**config.mk**
```make
export PLATFORM = sky130hd
export DESIGN_NAME = exe_stage
export DESIGN_NICKNAME = d
export VERILOG_FILES = /design/src/rtl/cpu_pkg.sv /design/src/rtl/exe_stage.sv
export SDC_FILE = /design/constraint.sdc
export NUM_CORES = 1
export LEC_CHECK = 0
export ABC_AREA = 1
export ABC_CLOCK_PERIOD_IN_PS = 3300
export CAP_MARGIN = 20
export CORE_ASPECT_RATIO = 0.8
export CORE_MARGIN = 2
export CORE_UTILIZATION = 44
export CTS_CLUSTER_SIZE = 20
export DETAILED_ROUTE_END_ITERATION = 7
export PLACE_DENSITY_LB_ADDON = 0.05
export SYNTH_ARGS = -nofsm -noshare
export SYNTH_HDL_FRONTEND = slang
export SYNTH_SLANG_ARGS = --single-unit
```
**constraint.sdc**
```tcl
create_clock -name clk -period 3.3 [get_ports clk]
set_input_delay 0.33 -clock clk [delete_from_list [all_inputs] [get_ports clk]]
set_output_delay 0.33 -clock clk [all_outputs]
set_load 0.01 [all_outputs]
```
**src/rtl/cpu_pkg.sv**
```systemverilog
// Shared CPU definitions: ALU op bit indices, op-class masks,
// and the execute-stage state encoding.
package cpu_pkg;

  localparam int ALU_OP_W = 19;

  localparam int OP_ADD  = 0;
  localparam int OP_SUB  = 1;
  localparam int OP_SLT  = 2;
  localparam int OP_SLTU = 3;
  localparam int OP_AND  = 4;
  localparam int OP_NOR  = 5;
  localparam int OP_OR   = 6;
  localparam int OP_XOR  = 7;
  localparam int OP_SLL  = 8;
  localparam int OP_SRL  = 9;
  localparam int OP_SRA  = 10;
  localparam int OP_LUI  = 11;
  localparam int OP_MUL  = 12;
  localparam int OP_MULH = 13;
  localparam int OP_MULHU = 14;
  localparam int OP_DIV  = 15;
  localparam int OP_MOD  = 16;
  localparam int OP_DIVU = 17;
  localparam int OP_MODU = 18;

  localparam logic [ALU_OP_W-1:0] ALU_MUL_MASK =
    19'h07000;
  localparam logic [ALU_OP_W-1:0] ALU_DIV_MASK =
    19'h78000;

  typedef enum logic [2:0] {
    S_EMPTY,
    S_EXEC,
    S_MUL_WAIT,
    S_DIV_WAIT,
    S_HOLD,
    S_DRAIN
  } es_state_e;

endpackage

```
**src/rtl/exe_stage.sv**
```systemverilog
// Execute stage: latches one decoded instruction, drives the ALU,
// waits for mul/div, and hands the result to the memory stage.
// Ports: ds_* in from decode, alu_* to/from the ALU,
// es_* out to memory/forwarding, ms_allowin backpressure, es_flush.
module exe_stage
  import cpu_pkg::*;
#(
  parameter int OP_W = ALU_OP_W,
  parameter logic [OP_W-1:0] MUL_OP_MASK = ALU_MUL_MASK,
  parameter logic [OP_W-1:0] DIV_OP_MASK = ALU_DIV_MASK
) (
  input  logic            clk,
  input  logic            resetn,
  input  logic            ds_to_es_valid,
  output logic            es_allowin,
  input  logic [OP_W-1:0] ds_op,
  input  logic [31:0]     ds_src1,
  input  logic [31:0]     ds_src2,
  input  logic [4:0]      ds_dest,
  input  logic [31:0]     ds_pc,
  input  logic            es_flush,
  output logic [OP_W-1:0] alu_op,
  output logic [31:0]     alu_src1,
  output logic [31:0]     alu_src2,
  input  logic [31:0]     alu_result,
  input  logic [31:0]     mul_result,
  input  logic            alu_complete,
  output logic            es_to_ms_valid,
  input  logic            ms_allowin,
  output logic [31:0]     es_result,
  output logic [4:0]      es_dest,
  output logic [31:0]     es_pc,
  output logic [4:0]      es_fwd_dest,
  output logic            es_fwd_stall
);

  es_state_e state;
  es_state_e state_nx;
  es_state_e load_state;

  logic [OP_W-1:0] op_r;
  logic [31:0]     src1_r;
  logic [31:0]     src2_r;
  logic [31:0]     res_r;
  logic [4:0]      dest_r;
  logic [31:0]     pc_r;

  logic occupied;
  logic ready_go;
  logic accept;
  logic leave;
  logic is_mul_r;
  logic hold_load;

  assign is_mul_r = |(op_r & MUL_OP_MASK);

  assign occupied = (state == S_EXEC)
                  | (state == S_MUL_WAIT)
                  | (state == S_DIV_WAIT)
                  | (state == S_HOLD);

  always_comb begin
    ready_go = 1'b0;
    unique case (state)
      S_EXEC:     ready_go = 1'b1;
      S_HOLD:     ready_go = 1'b1;
      S_DIV_WAIT: ready_go = alu_complete;
      default:    ready_go = 1'b0;
    endcase
  end

  assign es_allowin = (state == S_EMPTY)
                    | (ready_go & ms_allowin
                       & (state != S_DRAIN));

  // Flush beats a same-cycle handshake.
  assign accept = ds_to_es_valid & es_allowin & ~es_flush;

  assign es_to_ms_valid = occupied & ready_go & ~es_flush;
  assign leave = es_to_ms_valid & ms_allowin;

  always_comb begin
    load_state = S_EXEC;
    unique case (1'b1)
      |(ds_op & DIV_OP_MASK): load_state = S_DIV_WAIT;
      |(ds_op & MUL_OP_MASK): load_state = S_MUL_WAIT;
      default:                load_state = S_EXEC;
    endcase
  end

  always_comb begin
    state_nx = state;
    if (es_flush) begin
      unique case (state)
        // The divider cannot be cancelled; keep its op
        // presented until it reports done.
        S_DIV_WAIT,
        S_DRAIN: state_nx = alu_complete ? S_EMPTY : S_DRAIN;
        default: state_nx = S_EMPTY;
      endcase
    end else begin
      unique case (state)
        S_EMPTY: begin
          if (accept) state_nx = load_state;
        end
        S_EXEC,
        S_HOLD: begin
          if (leave)
            state_nx = accept ? load_state : S_EMPTY;
          else
            state_nx = S_HOLD;
        end
        S_MUL_WAIT: state_nx = S_EXEC;
        S_DIV_WAIT: begin
          if (alu_complete) begin
            if (leave)
              state_nx = accept ? load_state : S_EMPTY;
            else
              state_nx = S_HOLD;
          end
        end
        S_DRAIN: begin
          if (alu_complete) state_nx = S_EMPTY;
        end
        default: state_nx = S_EMPTY;
      endcase
    end
  end

  // Live result source while the op is still presented.
  always_comb begin
    es_result = res_r;
    unique case (state)
      S_EXEC:
        es_result = is_mul_r ? mul_result : alu_result;
      S_DIV_WAIT: es_result = alu_result;
      default:    es_result = res_r;
    endcase
  end

  assign hold_load = (state_nx == S_HOLD)
                   & (state != S_HOLD);

  always_ff @(posedge clk or negedge resetn) begin
    if (!resetn) begin
      state  <= S_EMPTY;
      op_r   <= '0;
      src1_r <= '0;
      src2_r <= '0;
      res_r  <= '0;
      dest_r <= '0;
      pc_r   <= '0;
    end else begin
      state <= state_nx;
      if (accept) begin
        op_r   <= ds_op;
        src1_r <= ds_src1;
        src2_r <= ds_src2;
        dest_r <= ds_dest;
        pc_r   <= ds_pc;
      end
      if (hold_load) res_r <= es_result;
    end
  end

  // HOLD drops the op so a finished divide is not restarted.
  assign alu_op = ((state == S_EXEC)
                 | (state == S_MUL_WAIT)
                 | (state == S_DIV_WAIT)
                 | (state == S_DRAIN)) ? op_r : '0;

  assign alu_src1 = src1_r;
  assign alu_src2 = src2_r;
  assign es_dest  = dest_r;
  assign es_pc    = pc_r;

  assign es_fwd_dest  = occupied ? dest_r : 5'd0;
  assign es_fwd_stall = (state == S_MUL_WAIT)
                      | ((state == S_DIV_WAIT) & ~alu_complete);

endmodule

```
==> results.yml <==
yosys:
  yosys.area_share.xor_xnor_pct: 0
  synth.mux.area_fraction_pct: 14.9
  synth_warnings: 0
  syn_inst: 715
  synth_compound_area_share_pct: 9.56
  yosysTopAreaCellShare_pct: 53.3
  async_flop_share_pct: 100
  synth-simple-area-share_pct: 15.0
  synth-seq-cells: 155
  ys.flop_type: "dfrtp_1"
  ys_top_cells_by_count: "155 x dfrtp_1, 116 x nand2_1, 96 x mux2_2, 72 x inv_1, 64 x o211ai_1"
  syn_nets: 905
  syn_area_per_cell_um2: 10.2
  synthesis.area_um2: 7270
  synth_fa_ha_area_share_pct: 0
  synth.most_common_cell: "dfrtp_1"
  seq_area_frac_synth_pct: 53.3
  ys_types: 27
  synth_top_family_by_area: "simple AND/OR/NAND/NOR gates"
  synth_top_cell_by_area: "dfrtp_1"
  synth_area_leaders: "dfrtp_1 53%, mux2_2 15%, o211ai_1 6.6%, nand2_1 6.0%, inv_1 3.7%"
  synth_edf_count: 0
floorplan:
  ios: 350
  core-area_um2: 16300
  die_y_um: 119
  fp.dieW_um: 148
  dieArea_um2: 17600
  num_rows: 42
  initial_utilization_pct: 44.5
final_layout:
  area_growth_pct: 58.2
  drive_above_1_share_pct: 15.7
  diodes: 0
  final_nets: 1237
  fill_cells: 1286
job:
  max-cap-violations: 0
timing:
  fin_skew_ns: 0.00880
  drv_slew: 0
  finalCritPeriodShare_pct: 90.6
  relSlewSlack_pct: 44.7
  max_clock_freq_ghz: 0.334
  rsz0062_at_grt: "no"
  setup_violations: 0
  hold_viol_final: 0
  period_needed_ns: 2.99
  worstMarginPinSlew_ns: 0.829
  setup_tns_ns: 0
drt:
  vias_per_cell: 5.03
  dr.first_iter.drc_count: 314
  wl_met1_um: 8860
  antenna_left: 0
  wl_met3_um: 1940
  drt_wl_total_um: 21900
  drt_first_pass_iters: 4
  top_layer: "met4"
  drc: 0
  dr_wl_met2_um: 10500
  wire_per_inst_um: 17.1
  vias: 6444
worst_setup_path:
  path_cells: "inv_2, nor2_2, inv_1, nor2_2, inv_4, nand3_1, o211ai_1, clkdlybuf4s50_1"
  critPathSlowestCell: "clkdlybuf4s50_1"
  path_class: "flop to primary output"
  crit_fanout: 65
  end_kind: "primary output"
  max_stage_delay_ns: 0.60
  cp.required_ns: 2.97
  crit_top_cell: "nor2_2"
  cp-start-kind: "flop"
  cp.arrival_ns: 2.66
hold_path:
  hp-class: "primary input to asynchronous set/reset pin"
pwr:
  ir_drop_v: 0.000426
  p_leak_nw: 5.01
  power_mw: 8.75
  powerDensity_nw_per_um2: 760
placement:
  routabilityCongestion: 0.784
  portBuffers: 349
  dp_hpwl_um: 15700
cts:
  clock_latency_ns: 0.42
  numCtsBuffers: 17
  cts_setup_buffers: 0
  clock_sinks: 155
  clk_pin_slew_ns: 0.07
  cts_tree: "done"
  cts.path.max_buffers: 2
  root_buffer: "clkbuf_16"
  htree_levels: 4
global_routing:
  grt_first_pass_wirelength_um: 34500
  first_global_vias: 6362
  grt_max_degree: 146
  grt_usage_pct: 25.1
  antenna_found_initial: 0
  grt-ovfl-total: 0
status:
  status: "finished clean"
==> worst max-delay path, delay by kind of cell (launching register included) <==
family | cells | cell delay [ns]
flops | 1 | 0.42
simple gates | 3 | 0.33
compound gates | 1 | 0.22
buf+inv | 4 | 1.26
==> worst paths after layout <==
kind                                  to     start  slack (ns)  cells after the start
max                        es_result[21]  state[1]        0.31                      8
min                           es_dest[0]    resetn        0.43                      2
max reg2reg                     res_r[0]  state[0]        0.83                     14
min reg2reg                     res_r[7]  res_r[7]        0.48                      2
max in group asynchronous   alu_src2[21]    resetn        1.88                      4
min in group clk                res_r[7]  res_r[7]        0.48                      2
==> sequential cells by signal (all words and copies together) (netlist names) <==
name and cells:
alu_src1 32, op_r 19, state 3, es_dest 5
alu_src2 32, es_pc 32, res_r 32
==> layer usage <==
metal  global-route usage (%)  vias to the layer above
met5                        0                        -
met4                     8.59                        0
met3                     8.28                       34
met2                     41.5                      246
met1                     31.0                     3061
li1                         -                     3103
==> repair_timing <==
action                                  4_1_cts  5_1_grt
resized for setup                             1        0
endpoints found under the setup margin        3        0
hold buffers                                  1        0
endpoints found under the hold margin        58        0
==> area by class of cell <==
cell class                 instances  area, um^2  area share [%]
sequential                       155        3880            33.7
timing repair buffer             362        3610            31.3
multi-input combinational        437        2880            25.1
clock buffer                      18         429            3.73
inverter                          74         280            2.44
tap                              220         275            2.39
clock inverter                    14         154            1.34
==> cell families after synthesis <==
group | after synthesis
AO/OA/AOI/OAI | 95
AND/OR/NAND/NOR | 246
multiplexers | 96
flip-flops | 155
buffers and inverters | 123
==> stage by stage <==
step | utilization (%) | instance area [um^2] | instances | hold WS [ns] | setup slack (ns)
floorplan | - | 7270 | 715 | 0.0344 | 1.52
global placement | 66.8 | 10900 | 1247 | 0.348 | 0.411
detailed placement | 66.8 | 10900 | 1247 | 0.348 | 0.433
CTS | 70.4 | 11500 | 1280 | 0.462 | 0.297
global route | 70.4 | 11500 | 1280 | 0.482 | 0.162
finish | 70.4 | 11500 | 1280 | 0.434 | 0.310
==> report_power, final <==
group | leakage [nW] | switching (mW) | internal (mW) | total [mW]
clock | 0.281 | 0.868 | 1.07 | 1.94
sequential | 1.85 | 0.359 | 2.62 | 2.98
combinational | 2.87 | 1.68 | 2.15 | 3.83
==> layout by cell type, fill, tap and decap left out, drive strengths merged <==
cell type,synthesis,routed
mux2,96,96
clkbuf,15,18
nor3,3,3
o22ai,1,1
nand3,36,36
o211ai,65,65
clkinv,0,3
a21oi,22,22
nand4,33,33
clkinvlp,0,2
or2,1,1
nor2,54,54
buf,34,13
nor4,1,1
inv,74,82
a31oi,1,1
clkdlybuf4s50,0,348
dlygate4sd3,0,1
nand2,118,118
dfrtp,155,155
bufinv,0,1
o21ai,6,6
(Power assumes the default switching activity.)
